### config.mk
export PLATFORM = sky130hd
export DESIGN_NAME = char_case_split_flat
export DESIGN_NICKNAME = d
export VERILOG_FILES = /design/src/rtl/char_flow_pkg.sv /design/src/rtl/char_case_split_if.sv /design/src/rtl/char_sync_fifo.sv /design/src/rtl/char_case_split.sv /design/src/flat_wrapper.sv
export SDC_FILE = /design/constraint.sdc
export NUM_CORES = 1
export LEC_CHECK = 0
export CAP_MARGIN = 40
export CORE_MARGIN = 2
export CORE_UTILIZATION = 56
export CTS_CLUSTER_DIAMETER = 60
export DETAILED_ROUTE_END_ITERATION = 8
export DONT_BUFFER_PORTS = 1
export PLACE_DENSITY = 0.7
export SYNTH_ARGS = -nofsm -noshare
export SYNTH_HDL_FRONTEND = slang
export SYNTH_SLANG_ARGS = --single-unit
### constraint.sdc
create_clock -name clk -period 2.65 [get_ports clk]
set_clock_uncertainty 0.05 [all_clocks]
set_input_delay 0.6625 -clock clk [delete_from_list [all_inputs] [get_ports clk]]
set_output_delay 0.6625 -clock clk [all_outputs]
set_load 0.05 [all_outputs]
### src/rtl/char_flow_pkg.sv
// Shared definitions for the character flow stages: ASCII letter bounds,
// the separator byte and the character class.
package char_flow_pkg;

    localparam logic [7:0]  ASCII_CAP_LO = 8'h41;  // 'A'
    localparam logic [7:0]  ASCII_CAP_HI = 8'h5A;  // 'Z'
    localparam logic [7:0]  ASCII_LOW_LO = 8'h61;  // 'a'
    localparam logic [7:0]  ASCII_LOW_HI = 8'h7A;  // 'z'
    localparam logic [7:0]  SEP_BYTE     = 8'h00;  // emitted on the flow that does not carry the char
    localparam logic [15:0] CNT_MAX      = 16'hFFFF;

    typedef enum logic [1:0] {
        CLS_CAP,
        CLS_LOW,
        CLS_OTHER
    } char_cls_e;

    // Everything outside the two letter ranges (digits, punctuation,
    // control and high-bit bytes) is a word separator.
    function automatic char_cls_e classify(input logic [7:0] b);
        if (b >= ASCII_CAP_LO && b <= ASCII_CAP_HI)      return CLS_CAP;
        else if (b >= ASCII_LOW_LO && b <= ASCII_LOW_HI) return CLS_LOW;
        else                                             return CLS_OTHER;
    endfunction

endpackage

### src/rtl/char_case_split_if.sv
// Byte-stream bus for char_case_split: upstream valid/ready byte input,
// downstream classified flows with a ready-only consumer, plus counters.
interface char_case_split_if;
    logic        in_valid;
    logic [7:0]  in_data;
    logic        in_ready;
    logic        out_ready;
    logic        flow_valid;
    logic [7:0]  cap_flow;
    logic [7:0]  low_flow;
    logic [15:0] letter_cnt;
    logic [15:0] other_cnt;

    // Character source and checker side.
    modport master (
        output in_valid, in_data, out_ready,
        input  in_ready, flow_valid, cap_flow, low_flow, letter_cnt, other_cnt
    );

    // Splitter side.
    modport slave (
        input  in_valid, in_data, out_ready,
        output in_ready, flow_valid, cap_flow, low_flow, letter_cnt, other_cnt
    );
endinterface

### src/rtl/char_sync_fifo.sv
// Single-clock byte FIFO. Head is presented combinationally on dout;
// pointers wrap modulo DEPTH (DEPTH must be a power of two).
module char_sync_fifo #(
    parameter int DEPTH = 4,
    localparam int PW   = $clog2(DEPTH),
    localparam int CW   = PW + 1
) (
    input  logic       clk,
    input  logic       rst,
    input  logic       push,
    input  logic       pop,
    input  logic [7:0] din,
    output logic [7:0] dout,
    output logic       full,
    output logic       empty
);

    localparam logic [CW-1:0] FULL_CNT = CW'(DEPTH);

    logic [7:0]    mem_q [DEPTH];
    logic [PW-1:0] wr_ptr_q, wr_ptr_d;
    logic [PW-1:0] rd_ptr_q, rd_ptr_d;
    logic [CW-1:0] count_q, count_d;
    logic          do_push, do_pop;

    assign full    = (count_q == FULL_CNT);
    assign empty   = (count_q == '0);
    assign dout    = mem_q[rd_ptr_q];
    // Full refuses a push even if a pop happens on the same edge.
    assign do_push = push && !full;
    assign do_pop  = pop && !empty;

    // Pointer and occupancy next-state.
    always_comb begin
        wr_ptr_d = wr_ptr_q;
        rd_ptr_d = rd_ptr_q;
        count_d  = count_q;
        if (do_push) wr_ptr_d = wr_ptr_q + PW'(1);
        if (do_pop)  rd_ptr_d = rd_ptr_q + PW'(1);
        count_d = count_q + CW'(do_push) - CW'(do_pop);
    end

    // Control state register, cleared synchronously.
    always_ff @(posedge clk) begin
        if (rst) begin
            wr_ptr_q <= '0;
            rd_ptr_q <= '0;
            count_q  <= '0;
        end else begin
            wr_ptr_q <= wr_ptr_d;
            rd_ptr_q <= rd_ptr_d;
            count_q  <= count_d;
        end
    end

    // Storage write; contents are don't-care until pushed, so no reset.
    always_ff @(posedge clk) begin
        if (do_push && !rst) mem_q[wr_ptr_q] <= din;
    end

endmodule

### src/rtl/char_case_split.sv
// Splits an ASCII byte stream into an uppercase flow and a lowercase flow.
// Non-letters are delivered as an all-zero separator so the word checker
// downstream can restart. Buffered through char_sync_fifo into a single
// registered output stage; counts delivered letters and non-letters.
module char_case_split
    import char_flow_pkg::*;
#(
    parameter int DEPTH = 4
) (
    input  logic              clk,
    input  logic              rst,
    char_case_split_if.slave  bus
);

    logic        fifo_full, fifo_empty;
    logic [7:0]  fifo_head;
    logic        push, pop;

    logic        flow_valid_q, flow_valid_d;
    logic [7:0]  cap_flow_q, cap_flow_d;
    logic [7:0]  low_flow_q, low_flow_d;
    logic [15:0] letter_cnt_q, letter_cnt_d;
    logic [15:0] other_cnt_q, other_cnt_d;
    logic        deliver, held_is_letter;

    // in_ready is purely occupancy based and held low while in reset.
    assign bus.in_ready = !rst && !fifo_full;
    assign push         = bus.in_valid && bus.in_ready;
    assign pop          = (!flow_valid_q || bus.out_ready) && !fifo_empty && !rst;
    assign deliver      = flow_valid_q && bus.out_ready;
    // Letters are never 8'h00, so a non-zero flow identifies a letter.
    assign held_is_letter = ((cap_flow_q | low_flow_q) != SEP_BYTE);

    char_sync_fifo #(.DEPTH(DEPTH)) u_fifo (
        .clk   (clk),
        .rst   (rst),
        .push  (push),
        .pop   (pop),
        .din   (bus.in_data),
        .dout  (fifo_head),
        .full  (fifo_full),
        .empty (fifo_empty)
    );

    // Output stage load/drain and delivered-class counters.
    always_comb begin
        flow_valid_d = flow_valid_q;
        cap_flow_d   = cap_flow_q;
        low_flow_d   = low_flow_q;
        letter_cnt_d = letter_cnt_q;
        other_cnt_d  = other_cnt_q;

        if (pop) begin
            flow_valid_d = 1'b1;
            cap_flow_d   = SEP_BYTE;
            low_flow_d   = SEP_BYTE;
            case (classify(fifo_head))
                CLS_CAP: cap_flow_d = fifo_head;
                CLS_LOW: low_flow_d = fifo_head;
                default: ;
            endcase
        end else if (bus.out_ready) begin
            flow_valid_d = 1'b0;
            cap_flow_d   = SEP_BYTE;
            low_flow_d   = SEP_BYTE;
        end

        if (deliver) begin
            if (held_is_letter) begin
                if (letter_cnt_q != CNT_MAX) letter_cnt_d = letter_cnt_q + 16'd1;
            end else begin
                if (other_cnt_q != CNT_MAX) other_cnt_d = other_cnt_q + 16'd1;
            end
        end
    end

    // Output stage and counter registers, cleared synchronously.
    always_ff @(posedge clk) begin
        if (rst) begin
            flow_valid_q <= 1'b0;
            cap_flow_q   <= '0;
            low_flow_q   <= '0;
            letter_cnt_q <= '0;
            other_cnt_q  <= '0;
        end else begin
            flow_valid_q <= flow_valid_d;
            cap_flow_q   <= cap_flow_d;
            low_flow_q   <= low_flow_d;
            letter_cnt_q <= letter_cnt_d;
            other_cnt_q  <= other_cnt_d;
        end
    end

    assign bus.flow_valid = flow_valid_q;
    assign bus.cap_flow   = cap_flow_q;
    assign bus.low_flow   = low_flow_q;
    assign bus.letter_cnt = letter_cnt_q;
    assign bus.other_cnt  = other_cnt_q;

endmodule

### src/flat_wrapper.sv
// flat-port wrapper written by rule: the top's interface ports become plain ports
module char_case_split_flat import char_flow_pkg::*;
#(
    parameter int DEPTH = 4
)
  (clk, rst, bus_in_valid, bus_in_data, bus_out_ready, bus_in_ready, bus_flow_valid, bus_cap_flow, bus_low_flow, bus_letter_cnt, bus_other_cnt);
  char_case_split_if bus_i ();
  input  logic clk;
  input  logic rst;
  input wire logic [$bits(bus_i.in_valid)-1:0] bus_in_valid;
  input wire logic [$bits(bus_i.in_data)-1:0] bus_in_data;
  input wire logic [$bits(bus_i.out_ready)-1:0] bus_out_ready;
  output wire logic [$bits(bus_i.in_ready)-1:0] bus_in_ready;
  output wire logic [$bits(bus_i.flow_valid)-1:0] bus_flow_valid;
  output wire logic [$bits(bus_i.cap_flow)-1:0] bus_cap_flow;
  output wire logic [$bits(bus_i.low_flow)-1:0] bus_low_flow;
  output wire logic [$bits(bus_i.letter_cnt)-1:0] bus_letter_cnt;
  output wire logic [$bits(bus_i.other_cnt)-1:0] bus_other_cnt;
  assign bus_i.in_valid = bus_in_valid;
  assign bus_i.in_data = bus_in_data;
  assign bus_i.out_ready = bus_out_ready;
  assign bus_in_ready = bus_i.in_ready;
  assign bus_flow_valid = bus_i.flow_valid;
  assign bus_cap_flow = bus_i.cap_flow;
  assign bus_low_flow = bus_i.low_flow;
  assign bus_letter_cnt = bus_i.letter_cnt;
  assign bus_other_cnt = bus_i.other_cnt;
  char_case_split #(.DEPTH(DEPTH)) u_core (.clk(clk), .rst(rst), .bus(bus_i));
endmodule
==> results.md, run 1 <==
Setup path:
- The buffers plus inverters on the worst setup path is 0.
- The critical path goes through nor4_4 > nand3_2 > or3_1 > or4_1 > a21oi_1.
- The peak per-stage delay on the critical path is 0.58 ns.
- The worst setup path is launched from a register.
- The nature of the critical path endpoint is a register.
- For flop-to-flop paths, the worst setup slack is 0.35 ns.
- The endpoint identified for the worst register-to-register timing path is u_core.bus.other_cnt[12].
- The source of the worst register-to-register timing path is u_core.bus.cap_flow[2].
- On the critical path the largest part of the delay comes from simple AND/OR/NAND/NOR gates.
- The most critical setup path has its startpoint at u_core.bus.cap_flow[2].
- The data required time at the worst endpoint is 2.89 ns.
- The depth of the worst register-to-register path is 5.
- At the worst endpoint, the arrival time is 2.54 ns.
- The critical path ends at u_core.bus.other_cnt[12].
- The class of the most critical setup path is reg2reg.
- Counting buffers and inverters, the worst setup path is 5 cells deep.
- The largest fanout on the critical path is 14.
- The slowest stage of the critical path belongs to the cell sky130_fd_sc_hd__or4_1.

Synthesis:
- The post-synth net total is 361.
- The combinational family with the most area after synthesis is simple AND/OR/NAND/NOR gates.
- The share of async-settable or async-resettable flops after synthesis is 0%.
- Sorting the synthesized cells by area gives the leading types as sky130_fd_sc_hd__dfxtp_1, sky130_fd_sc_hd__edfxtp_1, sky130_fd_sc_hd__mux4_2, sky130_fd_sc_hd__a21oi_1, sky130_fd_sc_hd__ha_1.
- The simple-gate area share of the yosys netlist is 19.9%.
- Synthesis produced 340 cells.
- The area share of the largest cell type after synthesis is 30.1%.
- Yosys printed 0 warnings.
- The sequential element share of the synthesized area is 54.9%.
- Multiplexer cells account for 4.60% of the synthesized area.
- The cell area after synthesis is 3860 um2.
- The adder-cell share of the synthesized area is 3.11%.
- The synthesized netlist devotes 12.1% of its cell area to compound gates.
- The register bit total from synthesis is 90.
- The largest total area in the synthesized netlist belongs to sky130_fd_sc_hd__dfxtp_1.
- Averaged over all synthesized cells, the footprint is 11.4 um2.
- After Yosys synthesis, XOR and XNOR cells account for 2.95% of the synthesized area.
- The netlist uses 48 different library cells.
- The synthesized design contains 32 enable-type register cells.
- The most used flip-flop cell after synthesis is sky130_fd_sc_hd__dfxtp_1.

Timing:
- The number of failing hold endpoints at the final stage came to 0.
- Setup violations remaining at the end of the flow were counted as 0.
- The top achievable clock speed is 0.435 GHz.
- Measured against its own limit, the worst slew margin works out to 59.6%.
- The worst path uses 86.7% of the clock period.
- The summed negative setup slack over all endpoints is 0 ns.
- The post-layout minimum cycle time is 2.30 ns.
- Setup repair after global routing left no endpoint under its margin.
- For the pin with the worst max-slew slack, the measured transition is 0.605 ns.
- The count of final max-slew check failures is 0.

Floorplan:
- Measured along the x axis, the die boundary spans 87.1 um.
- The height of the die is 87.1 um.
- The count of pins on the block boundary is 62.
- The number of placement rows is 30.
- The region available for standard cell placement spans 6720 um2.
- The initial cell density of the core is 57.5%.
- The floorplan step defined a die boundary enclosing 7580 um2.

Final layout:
- The area of the multi-input gates is 1700 um2.
- The final core utilization is 67.6%.
- The final cell count without fillers is 472.
- After the last flow step, the layout net total stands at 408.
- The filler cells instantiated in the layout total 496.
- Relative to the synthesized area, the layout overhead comes to 17.7%.
- The ratio of cells with drive above 1 in the final layout is 22.2%.
- The area used by sequential logic in the layout is 2120 um2.
- The repair_antennas step left the layout with diodes totalling 0.

Pwr:
- Power spread over the standard cell area amounts to 730 nW/um2.
- Across the VDD grid, the largest voltage drop is 511 uV.
- The analysis attributes to cell leakage a power of 1.66 nW.

Global route:
- The first global-routing pass estimated 12400 um of wire.
- The global routing usage summed across all routing layers is 20.9%.
- The number of global-route vias before repair is 2622.
- The largest net degree at the start of global routing is 45.
- The global-route congestion overflow total is 0.
- The initial antenna violation count was 0.

CTS:
- In this run the deepest clock path goes through 2 buffers.
- For this design, the sink count on the clock tree is 90.
- In this run, post-CTS hold repair placed 0 buffers.
- The maximum level of the CTS H-tree is 3.
- The number of gates resized after CTS is 0.
- Post-CTS timing repair inserted 0 buffers for setup.
- The number of CTS-inserted buffers is 9.
- The cell sitting at the root of the clock tree is a sky130_fd_sc_hd__clkbuf_8.
- After clock tree synthesis, the clock-pin slew on the worst setup and hold paths is 0.10 ns.
- The clock latency on the worst-skew pair is 0.36 ns.
- The clock tree from TritonCTS is yes.

Routing:
- The routed layout has 2795 vias.
- In the final routed layout, each cell accounts on average for 16.3 um.
- Using the TritonRoute via totals, the vias-per-cell ratio works out to 5.92.
- In this run, the number of DRC markers left after iteration 0 of detailed routing was 140.
- The number of nets still failing antenna checks after routing is 0.
- For this run, the detailed router's first-pass iteration total came to 4.
- The final layout contains routed wiring with a total length of 7680 um.
- After detailed routing, the number of remaining DRC violations is 0.

Placed design:
- The count of port buffers added during placement is 0.
- Detailed placement ended at an HPWL of 5530 um.
- The global placement routability congestion is 0.786.
- The number of cells in the design after placement is 456.

Hold path:
- The worst hold path belongs to the class in2reg.

Flow run:
- Max-cap violations in this run came to 0.

Outcome:
- The run finished with clean final reports.
report_power, final:
part	internal, W	switching [W]
sequential	0.00153	0.0000898
combinational	0.000305	0.000403
clock	0.000462	0.000532
flip-flops by register name, indices dropped and copies added (netlist names), named ones only:
signal,cells
u_core.u_fifo.mem_q,32
u_core.bus.letter_cnt,16
u_core.bus.other_cnt,16
u_core.bus.cap_flow,8
u_core.bus.low_flow,8
u_core.u_fifo.count_q,3
u_core.u_fifo.rd_ptr_q,2
u_core.u_fifo.wr_ptr_q,2
u_core.bus.flow_valid,1
final cells by class:
class / count / share of cell area [%]
clock buffer: 9 / 2.73
clock inverter: 7 / 1.98
inverter: 10 / 0.826
multi-input combinational: 226 / 37.3
sequential: 90 / 46.7
tap: 80 / 2.20
timing repair buffer: 50 / 8.26
metrics by stage:
step           instance area [um2]  power (W)  hold slack [ns]  setup slack (ns)
2_1_floorplan                 3930    0.00220            0.435           -0.0674
6_report                      4540    0.00332            0.315             0.353
5_1_grt                       4540    0.00348            0.283             0.232
4_1_cts                       4540    0.00334            0.297             0.367
3_3_place_gp                  4330    0.00234            0.421             0.287
3_5_place_dp                  4330    0.00236            0.426             0.220
Yosys cell counts, types with 7 or more instances:
master	count
sky130_fd_sc_hd__nand2_1	16
sky130_fd_sc_hd__a21oi_1	20
sky130_fd_sc_hd__o31ai_1	10
sky130_fd_sc_hd__nand4_1	11
sky130_fd_sc_hd__ha_1	8
sky130_fd_sc_hd__and2_1	9
sky130_fd_sc_hd__nand3_1	11
sky130_fd_sc_hd__or4_1	9
sky130_fd_sc_hd__nor2_1	26
sky130_fd_sc_hd__a22o_1	10
sky130_fd_sc_hd__mux4_2	7
sky130_fd_sc_hd__dfxtp_1	58
sky130_fd_sc_hd__or3_1	8
sky130_fd_sc_hd__xnor2_1	8
sky130_fd_sc_hd__clkbuf_1	11
sky130_fd_sc_hd__edfxtp_1	32
sky130_fd_sc_hd__o21ai_0	7
sky130_fd_sc_hd__and3_1	7
sky130_fd_sc_hd__inv_1	10
layer usage:
metal | vias to the layer above | wire, um | GRT usage, %
met1 | 1328 | 3500 | 28.7
met2 | 80 | 3470 | 30.3
met3 | 6 | 635 | 8.53
li1 | 1381 | - | -
met4 | 0 | 70 | 6.96
met5 | - | 0 | 0
how the worst min path moves through the flow:
stage,startpoint,to,slack [ns],cells past startpoint
2_1_floorplan,u_core.u_fifo.rd_ptr_q[1],register,0.43,2
3_3_place_gp,u_core.bus.flow_valid,u_core.bus.flow_valid,0.42,2
3_5_place_dp,u_core.bus.flow_valid,u_core.bus.flow_valid,0.43,2
4_1_cts,rst,u_core.bus.other_cnt[13],0.30,1
5_1_grt,rst,u_core.bus.other_cnt[13],0.28,1
6_report,rst,u_core.bus.letter_cnt[7],0.31,1
logic make-up after synthesis:
group | count (synthesis)
flip-flops | 90
AND/OR/NAND/NOR | 127
AO/OA/AOI/OAI | 68
XOR/XNOR | 13
adder cells (fa/ha/maj) | 9
multiplexers | 9
buffers and inverters | 24
cells in the final DEF (no fill, tap or decap), types with 3 or more instances in the layout:
| cell type | instances |
|---|---|
| sky130_fd_sc_hd__xor2_1 | 5 |
| sky130_fd_sc_hd__a22o_1 | 10 |
| sky130_fd_sc_hd__buf_4 | 50 |
| sky130_fd_sc_hd__a41oi_1 | 3 |
| sky130_fd_sc_hd__clkbuf_8 | 9 |
| sky130_fd_sc_hd__nand2_1 | 16 |
| sky130_fd_sc_hd__ha_1 | 6 |
| sky130_fd_sc_hd__nor4_4 | 4 |
| sky130_fd_sc_hd__nor3_1 | 6 |
| sky130_fd_sc_hd__o21ai_0 | 7 |
| sky130_fd_sc_hd__o31ai_1 | 10 |
| sky130_fd_sc_hd__dfxtp_1 | 58 |
| sky130_fd_sc_hd__a211oi_1 | 5 |
| sky130_fd_sc_hd__nand4_1 | 11 |
| sky130_fd_sc_hd__nor2b_1 | 6 |
| sky130_fd_sc_hd__and3_1 | 7 |
| sky130_fd_sc_hd__and4_1 | 4 |
| sky130_fd_sc_hd__or4_1 | 9 |
| sky130_fd_sc_hd__a21o_1 | 3 |
| sky130_fd_sc_hd__inv_8 | 3 |
| sky130_fd_sc_hd__xnor2_1 | 7 |
| sky130_fd_sc_hd__inv_1 | 8 |
| sky130_fd_sc_hd__nor2_1 | 26 |
| sky130_fd_sc_hd__nand3_1 | 11 |
| sky130_fd_sc_hd__mux4_2 | 7 |
| sky130_fd_sc_hd__edfxtp_1 | 32 |
| sky130_fd_sc_hd__a21oi_1 | 19 |
| sky130_fd_sc_hd__and2_1 | 8 |
| sky130_fd_sc_hd__or3_1 | 8 |
(Power assumes the default switching activity.)
==> run 2: changes to the inputs <==
--- a/config.mk
+++ b/config.mk
@@ -7,11 +7,12 @@
 export LEC_CHECK = 0
 export CAP_MARGIN = 40
 export CORE_MARGIN = 2
-export CORE_UTILIZATION = 56
+export CORE_UTILIZATION = 65
 export CTS_CLUSTER_DIAMETER = 60
 export DETAILED_ROUTE_END_ITERATION = 8
 export DONT_BUFFER_PORTS = 1
-export PLACE_DENSITY = 0.7
+export PLACE_DENSITY = 0.77
+export SLEW_MARGIN = 20
 export SYNTH_ARGS = -nofsm -noshare
 export SYNTH_HDL_FRONTEND = slang
 export SYNTH_SLANG_ARGS = --single-unit
==> constraint.sdc (replaced) <==
create_clock -name clk -period 3 [get_ports clk]
set_clock_uncertainty 0.05 [all_clocks]
set_input_delay 0.75 -clock clk [delete_from_list [all_inputs] [get_ports clk]]
set_output_delay 0.75 -clock clk [all_outputs]
set_load 0.05 [all_outputs]
==> run 2 against run 1 <==
Compared with the run above: global-route usage rose by 3.6 points; sequential cell count stayed put; wire length shrank 0.72%; via count is 2.6% lower; worst setup slack improved by 0.11 ns; register-to-register slack better by 0.11 ns; critical path type unchanged; critical endpoint is now u_core.bus.other_cnt[4].
==> results.md, run 2 (synthesis results as in run 1) <==
Global route:
- The initial antenna violation count is 0.
- Global routing finished with a remaining overflow of 0.
- Entering global routing, the biggest net connects 45 pins.
- The number of global-route vias before repair is 2622.
- Global routing consumed, over all layers together, 24.6% of the routing resources.
- The first global-routing pass estimated 12000 um of wire.

Routing:
- The number of nets still failing antenna checks after routing is 0.
- After detailed routing, the average wire length per cell comes to 17.5 um.
- The length of the first detailed-routing pass in iterations is 4.
- In the routed layout, each cell is associated on average with a via count of 6.26.
- Across all layers, the routed design uses 2722 vias.
- The remaining routing DRC violations is 0.
- In this run, the number of DRC markers left after iteration 0 of detailed routing was 112.
- Summed over all layers, the routed wires come to 7620 um.

Pwr:
- In this run, the clock network consumes 30.0% of the power.
- In this run the power density over the cells is 672 nW/um2.
- The leakage power total is 1.48 nW.
- The maximum vdd ir drop is 375 uV.
- The switching portion of total power is 30.9%.
- Internal power comes to 0.00197 W.
- Summed over all nets, the switching power comes to 0.000884 W.
- The share of power burned in registers is 51.9%.
- The share of power burned in combinational logic is 18.1%.

CTS:
- Once the clock tree was built, the setup fixing pass inserted 0 buffers.
- The number of CTS-inserted buffers is 9.
- Clock-pin slew was measured on the worst setup and hold paths at 0.09 ns.
- TritonCTS built the clock tree.
- In this run, post-CTS repair resized a total of 0 instances.
- The CTS sink count is 90.
- The maximum level of the CTS H-tree is 3.
- In this run, post-CTS hold repair placed 0 buffers.
- The number of buffers between clock root and the deepest sink is 2.
- In this run the clock root is driven by a sky130_fd_sc_hd__clkbuf_8.
- The clock reaches the later pin of the worst-skew pair after 0.36 ns.

Final layout:
- The total inserted antenna cells is 0.
- Leaving out fill and tap cells, the most frequent cell in the layout is sky130_fd_sc_hd__dfxtp_1.
- From synthesis to final layout, the design area changed by 10.2%.
- The final layout contains 376 nets.
- In the layout the commonest cells are sky130_fd_sc_hd__dfxtp_1, sky130_fd_sc_hd__edfxtp_1, sky130_fd_sc_hd__nor2_1.
- The count of cells in the finished layout, fillers not included, comes to 435.
- The area of all placed cells without fillers is 4260 um2.
- The ratio of cells with drive above 1 in the final layout is 13.6%.
- The area used by sequential logic in the layout is 2120 um2.
- The register with the most flip-flops in the layout has 32 of them.
- The multi-input combinational cells in the finished layout cover a total of 1660 um2.
- Ranked by flip-flop count, first place goes to u_core.u_fifo.mem_q.
- Counting the fill cells in the layout gives 394.

Floorplan:
- The die is 81.1 um wide.
- The height of the die is 81.1 um.
- The number of placement rows is 28.
- The die covers 6570 um2.
- For this configuration, the core starts out at a cell density of 66.4%.
- The count of pins on the block boundary is 62.
- The floorplan step defined a core boundary enclosing 5820 um2.

Timing:
- The number of failing hold endpoints at the final stage was 0.
- Setup repair after global routing left no endpoint under its margin.
- Once routing completed, OpenROAD measured the worst setup slack at 0.467 ns.
- For the pin with the worst max-slew slack, the measured transition is 0.689 ns.
- Setup violations remaining at the end of the flow were counted as 0.
- The worst hold slack is 0.403 ns.
- In the final timing run, aggregate negative setup slack is 0 ns.
- The worst pin sits at a relative slew slack of 54.0%.
- The share of the clock period used by the worst path after layout is 84.4%.
- The post-layout minimum cycle time is 2.53 ns.
- The top achievable clock speed is 0.395 GHz.
- The count of final max-slew check failures is 0.

Placed design:
- The number of cells in the design after placement is 419.
- The global placement routability congestion is 0.787.
- The pre-CTS worst setup slack is 0.430 ns.
- The detailed placer's ending HPWL is 5390 um.
- The placed instances occupy a cell area of 4050 um2.
- During placement, the flow inserted port buffers numbering 0.

Setup path:
- Data on the critical path is required at its endpoint by 3.24 ns.
- The source of the worst register-to-register timing path is u_core.bus.cap_flow[1].
- The worst register-to-register path has a depth of 5.
- The endpoint arrival time on the critical path is 2.77 ns.
- The critical path is of the reg2reg type.
- The largest fanout on the critical path is 14.
- The critical path ends at u_core.bus.other_cnt[4].
- In this run the worst setup path begins at u_core.bus.cap_flow[1].
- The endpoint identified for the worst register-to-register timing path is u_core.bus.other_cnt[4].
- The startpoint type of the worst setup path is a register.
- The nature of the critical path endpoint is a register.
- In this run the register-to-register setup slack is 0.47 ns.

Hold path:
- The worst hold path class is in2reg.

Flow run:
- The number of max-cap violations is 0.

Outcome:
- The flow ran to the end, and the final reports show no timing, DRC or antenna violations.
==> run 2: worst min-delay path by stage <==
stage                                         start                         to  slack, ns  depth (start not counted)
after CTS                                       rst    u_core.bus.other_cnt[3]       0.39                          1
after detailed placement  u_core.u_fifo.rd_ptr_q[1]  u_core.u_fifo.rd_ptr_q[1]       0.47                          2
final                                           rst    u_core.bus.other_cnt[3]       0.40                          1
after floorplan           u_core.u_fifo.rd_ptr_q[1]                   register       0.43                          2
after global routing                            rst  u_core.bus.letter_cnt[13]       0.39                          1
after global placement    u_core.u_fifo.rd_ptr_q[1]  u_core.u_fifo.rd_ptr_q[1]       0.47                          2
==> run 2: final cells by class <==
cell class	count	share of cell area, %
multi-input combinational	226	39.0
clock buffer	9	2.91
sequential	90	49.9
timing repair buffer	18	3.17
inverter	10	0.882
tap	75	2.20
clock inverter	7	1.97
==> run 2: power by group through the flow <==
stage	combinational, W	sequential, W	clock [W]
floorplan	0.000384	0.00152	0
global placement	0.000493	0.00150	0
detailed placement	0.000516	0.00151	0
CTS	0.000518	0.00148	0.000866
global route	0.000575	0.00150	0.000919
finish	0.000517	0.00148	0.000859
==> run 2: stage by stage <==
| stage | power [W] | util (%) |
|---|---|---|
| 3_5_place_dp | 0.00203 | 69.6 |
| 2_1_floorplan | 0.00190 | - |
| 5_1_grt | 0.00299 | 73.2 |
| 6_report | 0.00286 | 73.2 |
| 4_1_cts | 0.00287 | 73.2 |
| 3_3_place_gp | 0.00200 | 69.6 |
==> run 2: critical path, cell delays in order, from the launching register on <==
cell,delay (ns)
sky130_fd_sc_hd__dfxtp_1,0.52
sky130_fd_sc_hd__nor4_4,0.45
sky130_fd_sc_hd__nand3_2,0.15
sky130_fd_sc_hd__or3_1,0.55
sky130_fd_sc_hd__or4_1,0.57
sky130_fd_sc_hd__a21oi_1,0.17
==> run 2: routing by layer <==
metal	global-route usage, %	part of all wire (%)	up-vias
met2	37.7	47	85
met4	13.2	2.3	0
li1	-	-	1319
met5	0	0	-
met3	7.89	7.0	19
met1	31.0	44	1299
